===== src/rtl/gate_test_pkg.sv =====
// ============================================================================
// Module   : gate_test_pkg
// Purpose  : State encodings, reference truth tables and the vector compare
//            helper for the truth-table sequencer.
// Revision : 1.0 - initial release
// ============================================================================
`default_nettype none

package gate_test_pkg;

  typedef enum logic [1:0] {
    ST_IDLE   = 2'd0,
    ST_SETTLE = 2'd1,
    ST_SAMPLE = 2'd2,
    ST_FINISH = 2'd3
  } state_e;

  // Two-input reference tables, bit i = expected Y for input vector i.
  localparam logic [3:0] TRUTH_AND2  = 4'b1000;
  localparam logic [3:0] TRUTH_OR2   = 4'b1110;
  localparam logic [3:0] TRUTH_XOR2  = 4'b0110;
  localparam logic [3:0] TRUTH_NAND2 = 4'b0111;

  // Case inequality so an undriven or X gate output is reported as a failure.
  function automatic logic vec_mismatch(input logic y, input logic expected);
    return (y !== expected);
  endfunction

endpackage

`default_nettype wire


===== src/rtl/truth_table_sequencer_settle_timer.sv =====
// ============================================================================
// Module   : settle_timer
// Purpose  : Loadable down-counter; EXPIRE is high once SETTLE cycles have
//            elapsed since LOAD.
// Revision : 1.0 - initial release
// ============================================================================
`default_nettype none

module settle_timer #(
  parameter int SETTLE = 2
) (
  input  logic CLK,
  input  logic RST,
  input  logic LOAD,
  output logic EXPIRE
);

  localparam int              CW       = $clog2(SETTLE) + 1;
  localparam logic [CW-1:0]   LOAD_VAL = CW'(SETTLE - 1);

  logic [CW-1:0] count_d;
  logic [CW-1:0] count_q;

  always_comb begin
    count_d = count_q;
    if (LOAD) begin
      count_d = LOAD_VAL;
    end else if (count_q != '0) begin
      count_d = count_q - 1'b1;
    end
  end

  always_ff @(posedge CLK or posedge RST) begin
    if (RST) begin
      count_q <= '0;
    end else begin
      count_q <= count_d;
    end
  end

  assign EXPIRE = (count_q == '0);

endmodule

`default_nettype wire


===== src/rtl/truth_table_sequencer.sv =====
// ============================================================================
// Module   : truth_table_sequencer
// Purpose  : Walks every input vector of a gate under test, samples Y after a
//            settle time and scores it against TRUTH. Optional per-vector log
//            enabled by defining TRUTH_TABLE_LOG_EN.
// Revision : 1.0 - initial release
// ============================================================================
`default_nettype none

module truth_table_sequencer
  import gate_test_pkg::*;
#(
  parameter int                  N_IN   = 2,
  parameter int                  SETTLE = 2,
  parameter logic [2**N_IN-1:0]  TRUTH  = 4'b1000
) (
  input  logic            CLK,
  input  logic            RST,
  input  logic            START,
  input  logic            Y_IN,
  output logic [N_IN-1:0] A_OUT,
  output logic            BUSY,
  output logic            DONE,
  output logic            PASS,
  output logic [N_IN:0]   ERR_CNT,
  output logic [N_IN-1:0] FIRST_ERR
);

  localparam logic [N_IN-1:0] LAST_IDX = N_IN'(2**N_IN - 1);

  state_e          state_d,     state_q;
  logic [N_IN-1:0] idx_d,       idx_q;
  logic [N_IN-1:0] a_out_d,     a_out_q;
  logic            busy_d,      busy_q;
  logic            done_d,      done_q;
  logic            pass_d,      pass_q;
  logic [N_IN:0]   err_cnt_d,   err_cnt_q;
  logic [N_IN-1:0] first_err_d, first_err_q;

  logic timer_load;
  logic timer_expire;
  logic mismatch;

  settle_timer #(
    .SETTLE (SETTLE)
  ) u_settle_timer (
    .CLK    (CLK),
    .RST    (RST),
    .LOAD   (timer_load),
    .EXPIRE (timer_expire)
  );

  assign mismatch = vec_mismatch(Y_IN, TRUTH[idx_q]);

  always_comb begin
    state_d     = state_q;
    idx_d       = idx_q;
    a_out_d     = a_out_q;
    busy_d      = busy_q;
    done_d      = 1'b0;
    pass_d      = pass_q;
    err_cnt_d   = err_cnt_q;
    first_err_d = first_err_q;
    timer_load  = 1'b0;

    case (state_q)
      ST_IDLE: begin
        if (START) begin
          state_d     = ST_SETTLE;
          idx_d       = '0;
          a_out_d     = '0;
          busy_d      = 1'b1;
          pass_d      = 1'b0;
          err_cnt_d   = '0;
          first_err_d = '0;
          timer_load  = 1'b1;
        end
      end
      ST_SETTLE: begin
        if (timer_expire) begin
          state_d = ST_SAMPLE;
        end
      end
      ST_SAMPLE: begin
        if (mismatch) begin
          err_cnt_d = err_cnt_q + 1'b1;
          if (err_cnt_q == '0) begin
            first_err_d = idx_q;
          end
        end
        if (idx_q == LAST_IDX) begin
          state_d = ST_FINISH;
          done_d  = 1'b1;
          busy_d  = 1'b0;
          pass_d  = (err_cnt_d == '0);
        end else begin
          state_d    = ST_SETTLE;
          idx_d      = idx_q + 1'b1;
          a_out_d    = idx_q + 1'b1;
          timer_load = 1'b1;
        end
      end
      default: begin
        state_d = ST_IDLE;
      end
    endcase
  end

  always_ff @(posedge CLK or posedge RST) begin
    if (RST) begin
      state_q     <= ST_IDLE;
      idx_q       <= '0;
      a_out_q     <= '0;
      busy_q      <= 1'b0;
      done_q      <= 1'b0;
      pass_q      <= 1'b0;
      err_cnt_q   <= '0;
      first_err_q <= '0;
    end else begin
      state_q     <= state_d;
      idx_q       <= idx_d;
      a_out_q     <= a_out_d;
      busy_q      <= busy_d;
      done_q      <= done_d;
      pass_q      <= pass_d;
      err_cnt_q   <= err_cnt_d;
      first_err_q <= first_err_d;
    end
  end

`ifdef TRUTH_TABLE_LOG_EN
  always_ff @(posedge CLK) begin
    if (!RST && state_q == ST_SAMPLE) begin
      $display("A=%b Y=%b EXP=%b%s", a_out_q, Y_IN, TRUTH[idx_q],
               mismatch ? " MISMATCH" : "");
    end
    if (!RST && state_q == ST_FINISH) begin
      $display("ERRORS=%0d", err_cnt_q);
    end
  end
`else
`endif

  assign A_OUT     = a_out_q;
  assign BUSY      = busy_q;
  assign DONE      = done_q;
  assign PASS      = pass_q;
  assign ERR_CNT   = err_cnt_q;
  assign FIRST_ERR = first_err_q;

endmodule

`default_nettype wire


===== config.mk =====
export PLATFORM = sky130hd
export DESIGN_NAME = truth_table_sequencer
export DESIGN_NICKNAME = d
export VERILOG_FILES = /design/src/rtl/gate_test_pkg.sv /design/src/rtl/truth_table_sequencer_settle_timer.sv /design/src/rtl/truth_table_sequencer.sv
export SDC_FILE = /design/constraint.sdc
export NUM_CORES = 1
export LEC_CHECK = 0
export CELL_PAD_IN_SITES_DETAIL_PLACEMENT = 0
export CELL_PAD_IN_SITES_GLOBAL_PLACEMENT = 2
export CORE_AREA = 8 8 60 62
export DETAILED_ROUTE_END_ITERATION = 8
export DIE_AREA = 0 0 68 70
export GPL_ROUTABILITY_DRIVEN = 1
export GPL_TIMING_DRIVEN = 1
export PLACE_DENSITY = 0.84
export RECOVER_POWER = 25
export SLEW_MARGIN = 10
export SYNTH_ARGS = -nofsm -noshare
export SYNTH_HDL_FRONTEND = slang
export SYNTH_SLANG_ARGS = --single-unit

===== constraint.sdc =====
create_clock -name CLK -period 2.1 [get_ports CLK]
set_input_delay 0.21 -clock CLK [delete_from_list [all_inputs] [get_ports CLK]]
set_output_delay 0.21 -clock CLK [all_outputs]
set_load 0.03 [all_outputs]

Word level (Yosys, flattened, before mapping)
Cells that the tools add are included.
{"block": "op_classes", "add_sub_neg": 3, "order_cmp": 1, "n_eq_ne": 10, "muxes": 29, "reduce_logical": 12}
{"operator": "2-bit two-way mux", "count": 9}
{"operator": "2-bit != test, second input constant", "count": 6}
{"operator": "1-bit two-way mux", "count": 9}
{"operator": "3-bit two-way mux", "count": 3}
{"operator": "2-bit case mux with 2 select lines", "count": 2}
{"operator": "3-bit logical NOT", "count": 2}
{"operator": "1-bit case mux with 2 select lines", "count": 3}
{"operator": "2-bit case mux with 3 select lines", "count": 1}
{"operator": "3-bit case mux with 2 select lines", "count": 1}
{"operator": "3-bit AND reduction", "count": 2}
{"operator": "2-bit nonzero test", "count": 3}
{"operator": "2-bit equality test, second input constant", "count": 2}
{"operator": "2-bit logical NOT", "count": 2}
{"operator": "2-bit AND reduction", "count": 2}
{"operator": "4-bit AND reduction", "count": 1}
{"operator": "3-bit by 1-bit adder with 3-bit output, second input constant", "count": 1}
{"operator": "2-bit by 3-bit < comparator with 1-bit output, second input constant", "count": 1}
{"operator": "2-bit by 1-bit adder with 2-bit output, second input constant", "count": 1}
{"operator": "1-bit binary-select mux with 2-bit select", "count": 1}
{"operator": "2-bit by 1-bit equality test with 1-bit output, second input constant", "count": 1}
{"operator": "2-bit by 1-bit subtractor with 2-bit output, second input constant", "count": 1}
{"operator": "1-bit !== test", "count": 1}
{"block": "word_totals", "reg_bits": 14, "input_bits": 4, "out_inout_bits": 10, "wordCells": 63}

Longest topological paths before layout
Gate-level depths: netlist (run 1).
{"block": "depth", "word_depth": 8, "ltp_mapped": 6}

Cells and area by module
A second synthesis (run 1) with hierarchy kept.
{"block": "hier_totals", "cells_unflattened": 76, "area_unflattened_um2": 777.0}
{"mod": "truth_table_sequencer", "n_inst": 1, "cells_per_inst": 66, "area_each_um2": 674.4, "seq_area_each_um2": 300.3}
{"mod": "settle_timer", "n_inst": 1, "cells_per_inst": 10, "area_each_um2": 102.6, "seq_area_each_um2": 50.0}

Worst setup path after synthesis (run 1)
No wires, ideal clock.
{"block": "synth_timing", "path_kind": "reg2reg", "startpoint": "register, netlist name A_OUT[0]", "endpoint": "register err_cnt_q[2], in the netlist ERR_CNT[2]", "arrival_ns": 1.709, "slack_ns": 0.270, "path_stages_with_launch": 6, "synth_period_minus_slack_ns": 1.830, "path_cell_list": "dfrtp_1 > ha_1 > xor2_2 > nand2_2 > mux2_4 > a22o_1"}
{"item": "end signal: assignment", "line": "truth_table_sequencer.sv:126", "source": "err_cnt_q <= err_cnt_d;"}
{"item": "end: declaration", "line": "truth_table_sequencer.sv:37", "source": "logic [N_IN:0] err_cnt_d, err_cnt_q;"}

==> impl_results.md, run 1 <==
* Overall Power at 0.996 mW
* Min Tclk post-route at 1.75 ns
* CTS Hold Bufs at 0
* Outcome: complete, no violations
* Fill count at 283
* Sequential power share at 0.419
* Antenna Cells at 0
* Crit Path Class: reg -> reg
* Synth cell count leaders: dfrtp_1 (14), o21ai_0 (12), inv_1 (9), nand2_1 (7)
* Combinational share of power at 0.380
* Synth Area in XOR/XNOR at 0.0436
* CTS max path bufs at 2
* Area contributors post-synth: dfrtp_1 (45%), ha_1 (8.1%), o21ai_0 (7.8%), inv_1 (4.4%), nand2_1 (3.4%)
* Final WL at 1.69 mm
* Initial antenna violation count at 0
* Sink Count at 14
* I/O Buffers at 13
* # IOs at 14
* Peak supply drop at 0.000580 V
* Sw Ratio at 0.396
* Compound-Gate Fraction of Synth Area at 0.165
* DR vias/cell at 4.79
* Synth warn at 0
* Max capacitance violation total at 0
* Rows at 19
* CP Launch Type: flip-flop
* Postcts setup bufs at 0
* Sequential area share after synthesis at 0.452
* Number of synthesized flops with an enable pin at 0
* CTS resizes at 0
* Synth Area in Adders at 0.0808
* Utilization after layout at 0.369
* WL/cell at 13.0 um
* Setup TNS at 0 ns
* Setup-failing EPs final at 0
* P per Cell Area at 1010 mW/mm^2
* FF+latch count, synth at 14
* Mapped Nets at 91
* Total net switching power at 0.395 mW
* Worst min-delay path class: in -> async
* Via count at 623
* Total CTS buffers at 3
* Ys flop type: dfrtp_1
* Critical path endpoint category: flip-flop
* Share of cells above drive strength 1 at 0.101
* Number of global-route vias before repair at 604
* Syn-to-layout area delta at 27.0%
* Largest net degree at the start of global routing at 15
* Global route overflow at 0
* RSZ-0062 raised after global routing: false
* Core Box Area at 0.00266 sq mm
* CTS tree: built
* DR DRC count at 0
* Synth area leader: dfrtp_1
* Distinct cells, synth at 26
* Arrival @ worst endpoint at 1.94 ns
* Simple-Gate Fraction of Synth Area at 0.191
* Slew Viols, Final at 0
* Largest family of logic cells by synthesized area: simple AND/OR/NAND/NOR gates
* Setup Skew at 0.00614 ns
* Final antenna-violating net count at 0
* H-tree depth at 1
* Post-route clock period utilization at 0.832
* Mean Syn Cell Area at 9.45 sq um
* Initial drt markers at 20
* Clock power frac at 0.201
* Final hold vios at 0
* Clock root buffer: clkbuf_4
* Most common cell in the synthesized netlist: dfrtp_1
* Initial Utilization at 0.291
* Fin nets at 109
* Max frequency at 572 MHz
* Syn Inst Count at 82
* Post-DP HPWL at 1.26 mm
* Clk Latency, worst-skew pair at 0.29 ns
* Gr usage total at 0.0802
* First-pass GRT wire length at 2.92 mm
* Relative slew margins at 0.632
* DIE AREA at 0.00476 sq mm
* Chip width at 68 um
* Crit path required time at 2.29 ns
* Leakage Power at 0.445 nW
* Asr flop ratio synth at 1.00
* Synthesized area at 774 sq um
* Post-synthesis mux area share at 0.0194
* GPL Wtd Cong at 0.807
* Post-synth top area share at 0.452
* DRT Pass-1 Iters at 4
* Total internal power at 0.601 mW
* Worst Max-Slew Pin Slew at 0.551 ns
* Crit path max fanout at 7
* Clock-pin slew on the worst setup and hold paths at 0.09 ns
* Die Span Y at 70 um
-- layout by cell type (no fill, tap or decap), types with 2 or more instances in the layout --
master           Yosys  routed
a21oi_1              2       2
a22o_1               3       3
and2_1               2       2
clkbuf_4             0       3
clkdlybuf4s50_1      0      12
dfrtp_1             14      14
ha_1                 5       5
inv_1                9       9
nand2_1              7       7
nand3_1              4       4
nor2_1               2       2
nor2b_1              3       3
nor3_1               5       5
o21ai_0             12      12
-- layout make-up --
class | instances | area [sq um] | area share
Clock buffer | 4 | 36.3 | 0.0369
Inverter | 9 | 33.8 | 0.0344
Multi-Input combinational cell | 58 | 387 | 0.393
Sequential cell | 14 | 350 | 0.356
Tap cell | 31 | 38.8 | 0.0394
Timing Repair Buffer | 14 | 138 | 0.140
-- worst max-delay path, stage by stage, from the launching register on --
cell and delay [ns]:
dfrtp_1 0.46, ha_1 0.33, xor2_2 0.31, nand2_2 0.09
mux2_4 0.30, a22o_1 0.17
-- flip-flops by register name, indices dropped and copies added (netlist names) --
register,flops
A_OUT,2
ERR_CNT,3
state_q,2
FIRST_ERR,2
PASS,1
DONE,1
u_settle_timer.count_q,2
BUSY,1
-- per-stage QoR --
step | std cells | hold slack [ns] | cell area, sq um | setup slack [ns]
2_1_floorplan | 82 | 0.0992 | 774 | 0.270
3_3_place_gp | 126 | 0.494 | 947 | 0.358
3_5_place_dp | 126 | 0.498 | 947 | 0.325
4_1_cts | 130 | 0.287 | 983 | 0.340
5_1_grt | 130 | 0.442 | 983 | 0.206
6_report | 130 | 0.396 | 983 | 0.352
-- metal layers --
metal  up-vias  global-route usage  part of all wire
li1        318                   -                 -
met1       289               0.101              0.47
met2        12               0.110              0.43
met3         4              0.0415             0.078
met4         0              0.0342             0.018
met5         -                   0                 0
-- worst paths after layout --
check / start / depth (start not counted) / end / slack, ns
max: A_OUT[0] / 5 / ERR_CNT[2] / 0.35
min: RST / 2 / ERR_CNT[1] / 0.40
max reg2reg: A_OUT[0] / 5 / ERR_CNT[2] / 0.35
min reg2reg: FIRST_ERR[1] / 2 / FIRST_ERR[1] / 0.51
max in group asynchronous: RST / 2 / u_settle_timer.count_q[1] / 1.34
min in group CLK: FIRST_ERR[1] / 2 / FIRST_ERR[1] / 0.51
-- kinds of logic (layout without fill, tap and decap cells) --
group,Yosys count,after routing
and+or+nand+nor,28,28
adders and majority gates,5,5
buffers and inverters,10,27
muxes,1,1
AOI/OAI and AO/OA,21,21
xor gates and xnor gates,3,3
DFF,14,14
-- power groups by stage --
stage	sequential, mW	clock (mW)	combinational, mW
2_1_floorplan	0.426	0	0.243
3_3_place_gp	0.420	0	0.378
3_5_place_dp	0.422	0	0.382
4_1_cts	0.417	0.209	0.385
5_1_grt	0.429	0.223	0.436
6_report	0.417	0.200	0.378
Power figures use the tool's default switching activity.
==> inputs of run 2 (changes only) <==
==> constraint.sdc (replaced) <==
create_clock -name CLK -period 1.65 [get_ports CLK]
set_input_delay 0.165 -clock CLK [delete_from_list [all_inputs] [get_ports CLK]]
set_output_delay 0.165 -clock CLK [all_outputs]
set_load 0.03 [all_outputs]
==> impl_results.md, run 2 (synthesized netlist as in run 1, its figures left out) <==
* Overall Power at 1.31 mW (+32%)
* Peak supply drop at 0.000671 V (+16%)
* First-pass GRT wire length at 3.19 mm (+9.2%)
* Die Span Y at 70 um (unchanged)
* Number of global-route vias before repair at 666 (+10%)
* Antenna Cells at 0 (unchanged)
* Setup-failing EPs final at 0 (unchanged)
* Worst min-delay path class: in -> async
* CTS Hold Bufs at 0 (unchanged)
* Post-route clock period utilization at 0.960
* H-tree depth at 1 (unchanged)
* Clock-pin slew on the worst setup and hold paths at 0.09 ns (about the same)
* Share of cells above drive strength 1 at 0.189 (+0.0877)
* Final hold vios at 0 (unchanged)
* Global route overflow at 0 (unchanged)
* Worst Reg-to-Reg Cells at 5 (unchanged)
* # IOs at 14 (unchanged)
* Register-to-Register Setup Slack at 0.12 ns (-0.23 ns)
* Max capacitance violation total at 0 (unchanged)
* Gr usage total at 0.0865 (+0.00637)
* Chip width at 68 um (unchanged)
* CP bufs+invs at 1 (+1)
* CP max stage cell: clkdlybuf4s50_1
* Outcome: complete, no violations
* WL/cell at 13.5 um (+3.3%)
* Crit path required time at 1.48 ns (-0.81 ns)
* CTS tree: built
* DR DRC count at 0 (unchanged)
* Sink Count at 14 (unchanged)
* Clock root buffer: clkbuf_4
* Rows at 19 (unchanged)
* DR vias/cell at 4.78 (-0.24%)
* Finished Cell Area at 0.00104 sq mm (+6.2%)
* Setup Skew at 0.00722 ns (+0.00109 ns)
* Total net switching power at 0.520 mW (+32%)
* Commonest non-fill, non-tap cell in the layout: o21ai_0
* Post-DP HPWL at 1.40 mm (+11%)
* Slew Viols, Final at 0 (unchanged)
* Crit path cell chain: clkdlybuf4s50_1
* Relative slew margins at 0.634 (+0.00128)
* End of the worst register-to-register path: ERR_CNT[2]
* Arrival @ worst endpoint at 1.42 ns (-0.52 ns)
* Initial antenna violation count at 0 (unchanged)
* Critical path endpoint category: primary output
* DRT Pass-1 Iters at 4 (unchanged)
* DIE AREA at 0.00476 sq mm (unchanged)
* R2r startpoint: A_OUT[1]
* Clk Latency, worst-skew pair at 0.29 ns (about the same)
* Leakage Power at 0.488 nW (+9.7%)
* Core Box Area at 0.00266 sq mm (unchanged)
* Fill count at 285 (+0.71%)
* CTS max path bufs at 2 (unchanged)
* Crit path from: ERR_CNT[1]
* Min Tclk post-route at 1.58 ns
* Final antenna-violating net count at 0 (unchanged)
* Largest net degree at the start of global routing at 15 (unchanged)
* DP Area at 0.00102 sq mm (+7.3%)
* Worst Max-Slew Pin Slew at 0.549 ns (-0.00192 ns)
* Largest register FFs at 3 (unchanged)
* P per Cell Area at 1260 mW/mm^2 (+24%)
* Clock power frac at 0.162 (-0.039)
* Combinational share of power at 0.454 (+0.074)
* Max frequency at 631 MHz
* Total CTS buffers at 3 (unchanged)
* Final WL at 1.84 mm (+8.9%)
* Via count at 655 (+5.1%)
* Most frequent cells in the layout: o21ai_0 (12), dfrtp_1 (11), clkdlybuf4s50_1 (10)
* I/O Buffers at 13 (unchanged)
* RSZ-0062 raised after global routing: false
* Crit Path Class: reg -> out
* Setup TNS at 0 ns (unchanged)
* Total internal power at 0.793 mW (+32%)
* Crit-path max cell delay at 0.70 ns (+0.24 ns)
* Crit path max fanout at 5 (-2)
* GPL Wtd Cong at 0.785 (-2.8%)
* CP Launch Type: flip-flop
* Initial drt markers at 41 (+110%)
* Syn-to-layout area delta at 34.9%
* Fin nets at 116 (+6.4%)
* Sequential power share at 0.383 (-0.036)
* Initial Utilization at 0.291 (unchanged)
* Kind of cell adding the most delay to the critical path: buffers and inverters
* Sw Ratio at 0.396 (about the same)
-- run 2: cell count changes in the layout (fill, tap and decap cells not counted), sizes merged --
| cell | delta |
|---|---|
| buf | +7 |
| clkdlybuf4s50 | -2 |
| dlygate4sd2 | +1 |
| dlymetal6s2s | +1 |
-- run 2: area by class of cell --
type | count | area [sq um] | share of cell area
clock buffers | 4 | 26.3 | 0.0251
flip-flops and latches | 14 | 354 | 0.339
inverters | 9 | 33.8 | 0.0323
repair buffers | 21 | 191 | 0.183
well taps | 31 | 38.8 | 0.0371
multi-input cells | 58 | 400 | 0.383
-- run 2: worst max-delay path by stage --
stage | endpoint | slack (ns) | depth (start not counted)
6_report | ERR_CNT[1] | 0.07 | 1
5_1_grt | ERR_CNT[1] | 0.009 | 1
4_1_cts | A_OUT[0] | 0.01 | 2
3_5_place_dp | PASS | 0.03 | 6
3_3_place_gp | ERR_CNT[2] | 0.07 | 5
2_1_floorplan | ERR_CNT[2] | 0.005 | 5
-- run 2: timing repair --
item                                    CTS  global route
buffers inserted                          0             0
resized for setup                         1             2
endpoints found under the setup margin    1             3
-- run 2: routing by layer --
metal | global-route usage | vias up | wire (um)
li1 | - | 329 | -
met1 | 0.111 | 309 | 851
met2 | 0.122 | 13 | 848
met3 | 0.0383 | 4 | 119
met4 | 0.0342 | 0 | 24
met5 | 0 | - | 0
-- run 2: power by group through the flow --
stage / clock (mW) / sequential, mW / combinational [mW]
after floorplan: 0 / 0.544 / 0.311
after global placement: 0 / 0.503 / 0.585
after detailed placement: 0 / 0.508 / 0.606
after CTS: 0.226 / 0.501 / 0.608
after global routing: 0.236 / 0.514 / 0.675
final: 0.213 / 0.503 / 0.596
-- run 2: through the flow --
step	hold WS [ns]	instances	setup slack, ns	util
after global routing	0.410	137	0.00921	0.392
final	0.350	137	0.0656	0.392
after detailed placement	0.501	133	0.0259	0.382
after floorplan	0.0541	82	0.00525	-
after global placement	0.485	133	0.0680	0.382
after CTS	0.231	137	0.00977	0.391
==> inputs of run 3 (changes only) <==
--- a/config.mk
+++ b/config.mk
@@ -12,6 +12,7 @@
 export DIE_AREA = 0 0 68 70
 export GPL_ROUTABILITY_DRIVEN = 1
 export GPL_TIMING_DRIVEN = 1
+export HOLD_SLACK_MARGIN = 0.12
 export PLACE_DENSITY = 0.84
 export RECOVER_POWER = 25
 export SLEW_MARGIN = 10
==> results of run 3 <==
Same layout as run 2: the final DEF is identical, and so are final timing and power.
